`config.mk`:
```
export PLATFORM = sky130hd
export DESIGN_NAME = program_loader
export DESIGN_NICKNAME = d
export VERILOG_FILES = /design/src/rtl/program_loader.sv
export SDC_FILE = /design/constraint.sdc
export NUM_CORES = 1
export LEC_CHECK = 0
export ABC_CLOCK_PERIOD_IN_PS = 1500
export CAP_MARGIN = 20
export CORE_MARGIN = 5
export CORE_UTILIZATION = 40
export DETAILED_ROUTE_END_ITERATION = 10
export DONT_BUFFER_PORTS = 1
export GPL_ROUTABILITY_DRIVEN = 0
export PLACE_DENSITY = 0.66
export SLEW_MARGIN = 20
export SYNTH_ARGS = -nofsm -noshare
export SYNTH_HDL_FRONTEND = slang
export SYNTH_SLANG_ARGS = --single-unit
```
`constraint.sdc`:
```
create_clock -name CLK -period 1.5 [get_ports CLK]
set_clock_uncertainty 0.1 [all_clocks]
set_input_delay 0.15 -clock CLK [delete_from_list [all_inputs] [get_ports CLK]]
set_output_delay 0.15 -clock CLK [all_outputs]
set_load 0.01 [all_outputs]
```
`src/rtl/program_loader.sv`:
```
// Streams a length byte plus MSB-first instruction bytes into instruction memory, then releases the CPU from reset.
// One imem write cycle per assembled instruction; RUN (cpu_reset low) begins the cycle after the final write.
// byte_ready is high only in LEN/LOAD; bytes move on valid&ready, and any gap between bytes is tolerated.
module program_loader #(
   parameter int ADDR_W  = 8,
   parameter int INSTR_W = 24
) (
   input  logic               CLK,
   input  logic               reset,
   input  logic               start,
   input  logic               halt,
   input  logic [7:0]         byte_in,
   input  logic               byte_valid,
   output logic               byte_ready,
   output logic               imem_we,
   output logic [ADDR_W-1:0]  imem_addr,
   output logic [INSTR_W-1:0] imem_wdata,
   output logic               cpu_reset,
   output logic               busy,
   output logic               running
);

   localparam int NB    = INSTR_W / 8;
   localparam int CNT_W = (NB > 1) ? $clog2(NB) : 1;
   localparam logic [CNT_W-1:0] CNT_LAST = CNT_W'(NB - 1);

   typedef enum logic [2:0] {IDLE, LEN, LOAD, WRITE, RUN} state_t;

   state_t             state;
   state_t             state_nxt;
   logic [ADDR_W-1:0]  waddr;
   logic [INSTR_W-1:0] instr;
   logic [7:0]         len;
   logic [CNT_W-1:0]   bcnt;
   logic               xfer;
   logic               last_instr;

   // A byte moves only when both sides agree; the length byte caps the final write address.
   assign xfer       = byte_valid & byte_ready;
   assign last_instr = (waddr == ADDR_W'(len));
   assign imem_addr  = waddr;
   assign imem_wdata = instr;

   // Next-state decode; start/halt are only looked at in the state that owns them.
   always_comb begin
      state_nxt = state;
      case (state)
         IDLE:    if (start) state_nxt = LEN;
         LEN:     if (xfer) state_nxt = LOAD;
         LOAD:    if (xfer && bcnt == CNT_LAST) state_nxt = WRITE;
         WRITE:   state_nxt = last_instr ? RUN : LOAD;
         RUN:     if (halt) state_nxt = IDLE;
         default: state_nxt = IDLE;
      endcase
   end

   // State, datapath and registered outputs; reset overrides every request in the same cycle.
   always_ff @(posedge CLK) begin
      if (reset) begin
         state      <= IDLE;
         waddr      <= '0;
         instr      <= '0;
         len        <= '0;
         bcnt       <= '0;
         byte_ready <= 1'b0;
         imem_we    <= 1'b0;
         cpu_reset  <= 1'b1;
         busy       <= 1'b0;
         running    <= 1'b0;
      end else begin
         state      <= state_nxt;
         byte_ready <= (state_nxt == LEN) || (state_nxt == LOAD);
         imem_we    <= (state_nxt == WRITE);
         busy       <= (state_nxt == LEN) || (state_nxt == LOAD) || (state_nxt == WRITE);
         running    <= (state_nxt == RUN);
         cpu_reset  <= (state_nxt != RUN);

         if (state == IDLE && start) begin
            waddr <= '0;
            bcnt  <= '0;
         end
         if (state == LEN && xfer) begin
            len  <= byte_in;
            bcnt <= '0;
         end
         if (state == LOAD && xfer) begin
            instr <= (instr << 8) | INSTR_W'(byte_in);
            bcnt  <= (bcnt == CNT_LAST) ? '0 : bcnt + CNT_W'(1);
         end
         if (state == WRITE)
            waddr <= waddr + ADDR_W'(1);
      end
   end

endmodule

```
# [Word level (Yosys, flattened, before mapping)]
# Cells that the tools add are included.
[word_totals] register_bits=50 input_bits=13 elab_cells=46
[classes] add_sub_neg=2 n_eq_ne=11 n_mux=12 n_bitwise=2 reduce_logical=9
[ops] op="24-bit by 8-bit OR with 24-bit output" count=1
[ops] op="8-bit two-way mux" count=2
[ops] op="3-bit two-way mux" count=5
[ops] op="3-bit case mux with 5 select lines" count=1
[ops] op="3-bit by 2-bit equality test with 1-bit output, second input constant" count=4
[ops] op="8-bit by 1-bit adder with 8-bit output, second input constant" count=1
[ops] op="8-bit equality test" count=1
[ops] op="2-bit two-way mux" count=4
[ops] op="3-bit by 1-bit equality test with 1-bit output, second input constant" count=2
[ops] op="3-bit equality test, second input constant" count=2
[ops] op="1-bit logical AND" count=4
[ops] op="3-bit zero test" count=1
[ops] op="3-bit != test, second input constant" count=1
[ops] op="3-bit nonzero test" count=1
[ops] op="2-bit by 1-bit adder with 2-bit output, second input constant" count=1
[ops] op="2-bit equality test, second input constant" count=1
[ops] op="1-bit logical OR" count=2
[ops] op="2-bit nonzero test" count=1
[ops] op="1-bit AND" count=1

# [Longest topological paths before layout]
[depth] depth_word=7 depth_mapped=7

# [Least setup slack after synthesis]
# OpenSTA, ideal clock, no wires.
[synth_path] kind="reg2reg" start="register state[2]" end="register waddr[2], in the netlist imem_addr[2]" setup_time_ps=132 arrival_time_ps=1327 setup_slack_ps=-59 stages_incl_launch_ff=6 path_buffers=1 period_less_slack_ps=1559 path_cell_list="dfxtp_1 -> buf_6 -> or4b_4 -> and2_4 -> o21ai_1 -> a21oi_1"
[synth_via] elab_chain_len=3 word_cells_on_any_way=5 cone_classes="eq/ne (1); mux (1); reduce/logical (3)"
[synth_lines] item="start, declared" line_no="29" rtl="state_t state;"
[synth_lines] item="start signal, assigned" line_no="71" rtl="state <= state_nxt;"
[synth_lines] item="3-bit zero test" line_no="78" rtl="if (state == IDLE && start) begin"
[synth_lines] item="1-bit logical AND" line_no="78"
[synth_lines] item="2-bit nonzero test (no source line)"
[synth_lines] item="end signal, assigned" line_no="91" rtl="waddr <= waddr + ADDR_W'(1);"
[synth_lines] item="end, declared" line_no="31" rtl="logic [ADDR_W-1:0] waddr;"
# Parallel ways exist; a longest one is shown, timed or not.
# A chain may end at the register's enable or synchronous reset.

# [Worst setup path after layout]
[layout_path] start="register state[0]" end="register waddr[2], in the netlist imem_addr[2]"
# Same word-level chain as after synthesis.

==> flow_metrics.env <==
export IMPL_drive_gt1_frac=0.251
export IMPL_net_count_final=296
export IMPL_antennaDiodeCount=0
export IMPL_clock_tree_htree_level_count=2
export IMPL_hold_path_cell_count=3
export IMPL_tritoncts="done"
export IMPL_floorplan_core_area_um2=5010
export IMPL_num_vias=1776
export IMPL_placed_cells=331
export IMPL_grt_util_all_layers=0.151
export IMPL_count_of_port_buffers_added_during_placement=0
export IMPL_critical_path_arrival_ns=1.62
export IMPL_synth_top_cell_by_area="dfxtp_1"
export IMPL_average_footprint_of_a_synthesized_cell_um2=8.35
export IMPL_tightest_pin_transition_ns=0.304
export IMPL_fmax_mhz=658
export IMPL_hp_start="halt"
export IMPL_synth_seq_area_share=0.494
export IMPL_floorplan_die_area_um2=6590
export IMPL_r2r_cells=4
export IMPL_post_layout_nonfiller_instances=353
export IMPL_timing_max_slew_rel_slack=0.794
export IMPL_finalHoldViolCount=0
export IMPL_antenna_violating_nets_remaining=0
export IMPL_rsz0062_at_grt="true"
export IMPL_first_pass_grt_wire_length_um=7650
export IMPL_path_cells="or4b_4 -> and2_4 -> o21ai_2 -> a21oi_2"
export IMPL_hold_path_class="input pin to register"
export IMPL_timing_hold_worst_endpoint="cpu_reset"
export IMPL_power_density_cell_area_nw_per_um2=902
export IMPL_detailedPlace_worstSlack_ns=-0.0650
export IMPL_ctsLongestPathBuffers=2
export IMPL_setup_slack_ns=-0.0197
export IMPL_cp_slowest_cell="or4b_4"
export IMPL_slowest_delay_ns=0.54
export IMPL_top_level_ports=50
export IMPL_post_synth_inst_count=243
export IMPL_maxCapViolCount=0
export IMPL_violations="negative setup slack"
export IMPL_r2r_setup_slack_ns=-0.02
export IMPL_postRouteWirelength_um=4870
export IMPL_slew_violations=0
export IMPL_vias_per_cell=5.03
export IMPL_worst_ir_drop_vdd_uv=489
export IMPL_clkSinkCount=50
export IMPL_critical_path_required_ns=1.60
export IMPL_post_syn_nets=257
export IMPL_finalWorstPathRequiredPeriod_ns=1.52
export IMPL_layout_cells_most_common_list="69 x nand2_1, 44 x dfxtp_1, 38 x a21oi_1, 33 x buf_4, 13 x nor2_1"
export IMPL_pin_count_of_the_biggest_net_entering_global_routing=49
export IMPL_synth_lib_cells_used_distinct=35
export IMPL_drt_first_pass_iters=4
export IMPL_cts_clk_slew_worst_paths_ns=0.10
export IMPL_critical_path_endpoint_type="register"
export IMPL_initialDrtViolationCount=138
export IMPL_route_detailed_wl_per_inst_um=13.8
export IMPL_setup_violations_final=7
export IMPL_die_w_um=81.2
export IMPL_p_leak_nw=0.951
export IMPL_die_y_um=81.2
export IMPL_timing_worst_setup_path_type="register to register"
export IMPL_globalRoute_totalOverflow=0
export IMPL_reg2reg_to="imem_addr[2]"
export IMPL_antenna_violations_before_repair=0
export IMPL_clkLatencyLatePin_ns=0.31
export IMPL_beginning_of_the_worst_register_to_register_path="state[0]"
export IMPL_root_buffer="clkbuf_8"
export IMPL_post_synthesis_to_final_layout_area_growth_pct=28.3
export IMPL_synth_area_leaders="dfxtp_1 49%, nand2_1 13%, a21oi_1 11%, xnor2_1 3.5%, nor2_1 2.8%"
export IMPL_grt_pass1_vias=1579
export IMPL_hpwlAfterDp_um=3390
export IMPL_synth_top_area_share=0.494
export IMPL_commonest_non_fill_non_tap_cell_in_the_layout="nand2_1"
export IMPL_post_route_period_util=1.01
export IMPL_result_of_the_run="finished with violations"
export IMPL_floorplan_initialDensity=0.405
export IMPL_cp_start_kind="register"
export IMPL_row_count=26
export IMPL_critical_path_peak_fanout=6
export IMPL_yosys_register_bits=50
export IMPL_tritoncts_num_buffers=5
export IMPL_synth_area_um2=2030
export IMPL_drcViolationCount=0
export IMPL_yosys_warnings=0
-- final cells by class --
| type | instances | area (um2) |
|---|---|---|
| Clock buffer | 5 | 68.8 |
| Clock inverter | 3 | 26.3 |
| Fill cell | 498 | 2410 |
| Inverter | 2 | 7.51 |
| Multi-Input combinational cell | 176 | 981 |
| Sequential cell | 50 | 1020 |
| Tap cell | 70 | 87.6 |
| Timing Repair Buffer | 47 | 410 |
-- flip-flops by register name, summed over array words and instances, names as in the netlist --
name and flops:
imem_wdata 24, cpu_reset 1, state 3, busy 1, byte_ready 1, bcnt 2
len 8, running 1, imem_addr 8, imem_we 1
-- worst max-delay path: cells and delay by family, from the launching register on --
kind | cells | cell delay (ns)
DFF | 1 | 0.38
and+or+nand+nor | 2 | 0.75
AOI/OAI and AO/OA | 2 | 0.19
-- synthesized netlist by cell type --
master / instances
nand2_1: 69
dfxtp_1: 50
a21oi_1: 43
nor2_1: 15
xnor2_1: 8
buf_2: 6
clkbuf_1: 5
a211oi_1: 4
nand4_1: 4
buf_6: 3
or4_1: 3
a21o_1: 2
inv_1: 2
nand2b_1: 2
nand3_1: 2
nand3b_1: 2
nand4b_1: 2
o311ai_0: 2
o31ai_1: 2
or3_1: 2
a22oi_1: 1
a31oi_1: 1
and2_4: 1
buf_4: 1
ha_1: 1
nand3_2: 1
nand3b_4: 1
nor3_1: 1
nor3_2: 1
nor4b_2: 1
o21ai_1: 1
o22ai_1: 1
or2_2: 1
or4b_1: 1
or4b_4: 1
-- timing repair --
action / in CTS / in global routing
endpoints found under the hold margin: 50 / 0
endpoints found under the setup margin: 45 / 47
buffers inserted: 0 / 3
gates resized for setup: 6 / 20
hold buffers: 11 / 0
pin swaps: 0 / 9
-- worst max-delay path by stage --
stage / from / to / slack (ns) / cells after the start
after floorplan: state[2] / imem_addr[2] / -0.04 / 5
after global placement: state[0] / bcnt[1] / -0.03 / 5
after detailed placement: state[1] / bcnt[0] / -0.06 / 4
after CTS: state[2] / imem_addr[1] / 0.002 / 4
after global routing: state[0] / imem_addr[4] / -0.06 / 4
final: state[0] / imem_addr[2] / -0.02 / 4
-- metal layers --
metal	wire length (um)	track usage	up-vias
met2	2370	0.232	31
met5	0	0	-
met3	246	0.0477	8
met1	2150	0.191	829
met4	105	0.0726	0
li1	-	-	908
-- metrics by stage --
stage | total power [mW] | cell area, um2 | hold WS [ns] | setup TNS, ns | util
after global routing | 2.45 | 2600 | 0.0399 | -0.445 | 0.519
final | 2.35 | 2600 | 0.0248 | -0.0506 | 0.519
after global placement | 1.49 | 2290 | 0.120 | -0.130 | 0.457
after floorplan | 1.47 | 2030 | 0.186 | -0.388 | -
after CTS | 2.37 | 2520 | 0.0256 | 0 | 0.502
after detailed placement | 1.49 | 2290 | 0.122 | -1.27 | 0.457
-- power by group --
group	internal (mW)	total [mW]	switching, mW
clock network	0.344	0.831	0.487
registers	1.33	1.35	0.0170
logic	0.0820	0.166	0.0838
total	1.76	2.35	0.588
-- cells by family (layout without fill, tap and decap cells) --
| kind of cell | count (synthesis) | count (layout) | share of synthesized area |
|---|---|---|---|
| and+or+nand+nor | 110 | 110 | 0.261 |
| AOI/OAI and AO/OA | 57 | 57 | 0.157 |
| DFF | 50 | 50 | 0.494 |
| buffers and inverters | 17 | 57 | 0.0481 |
| xor gates and xnor gates | 8 | 8 | 0.0345 |
| adders and majority gates | 1 | 1 | 0.00617 |
Power figures use the tool's default switching activity.
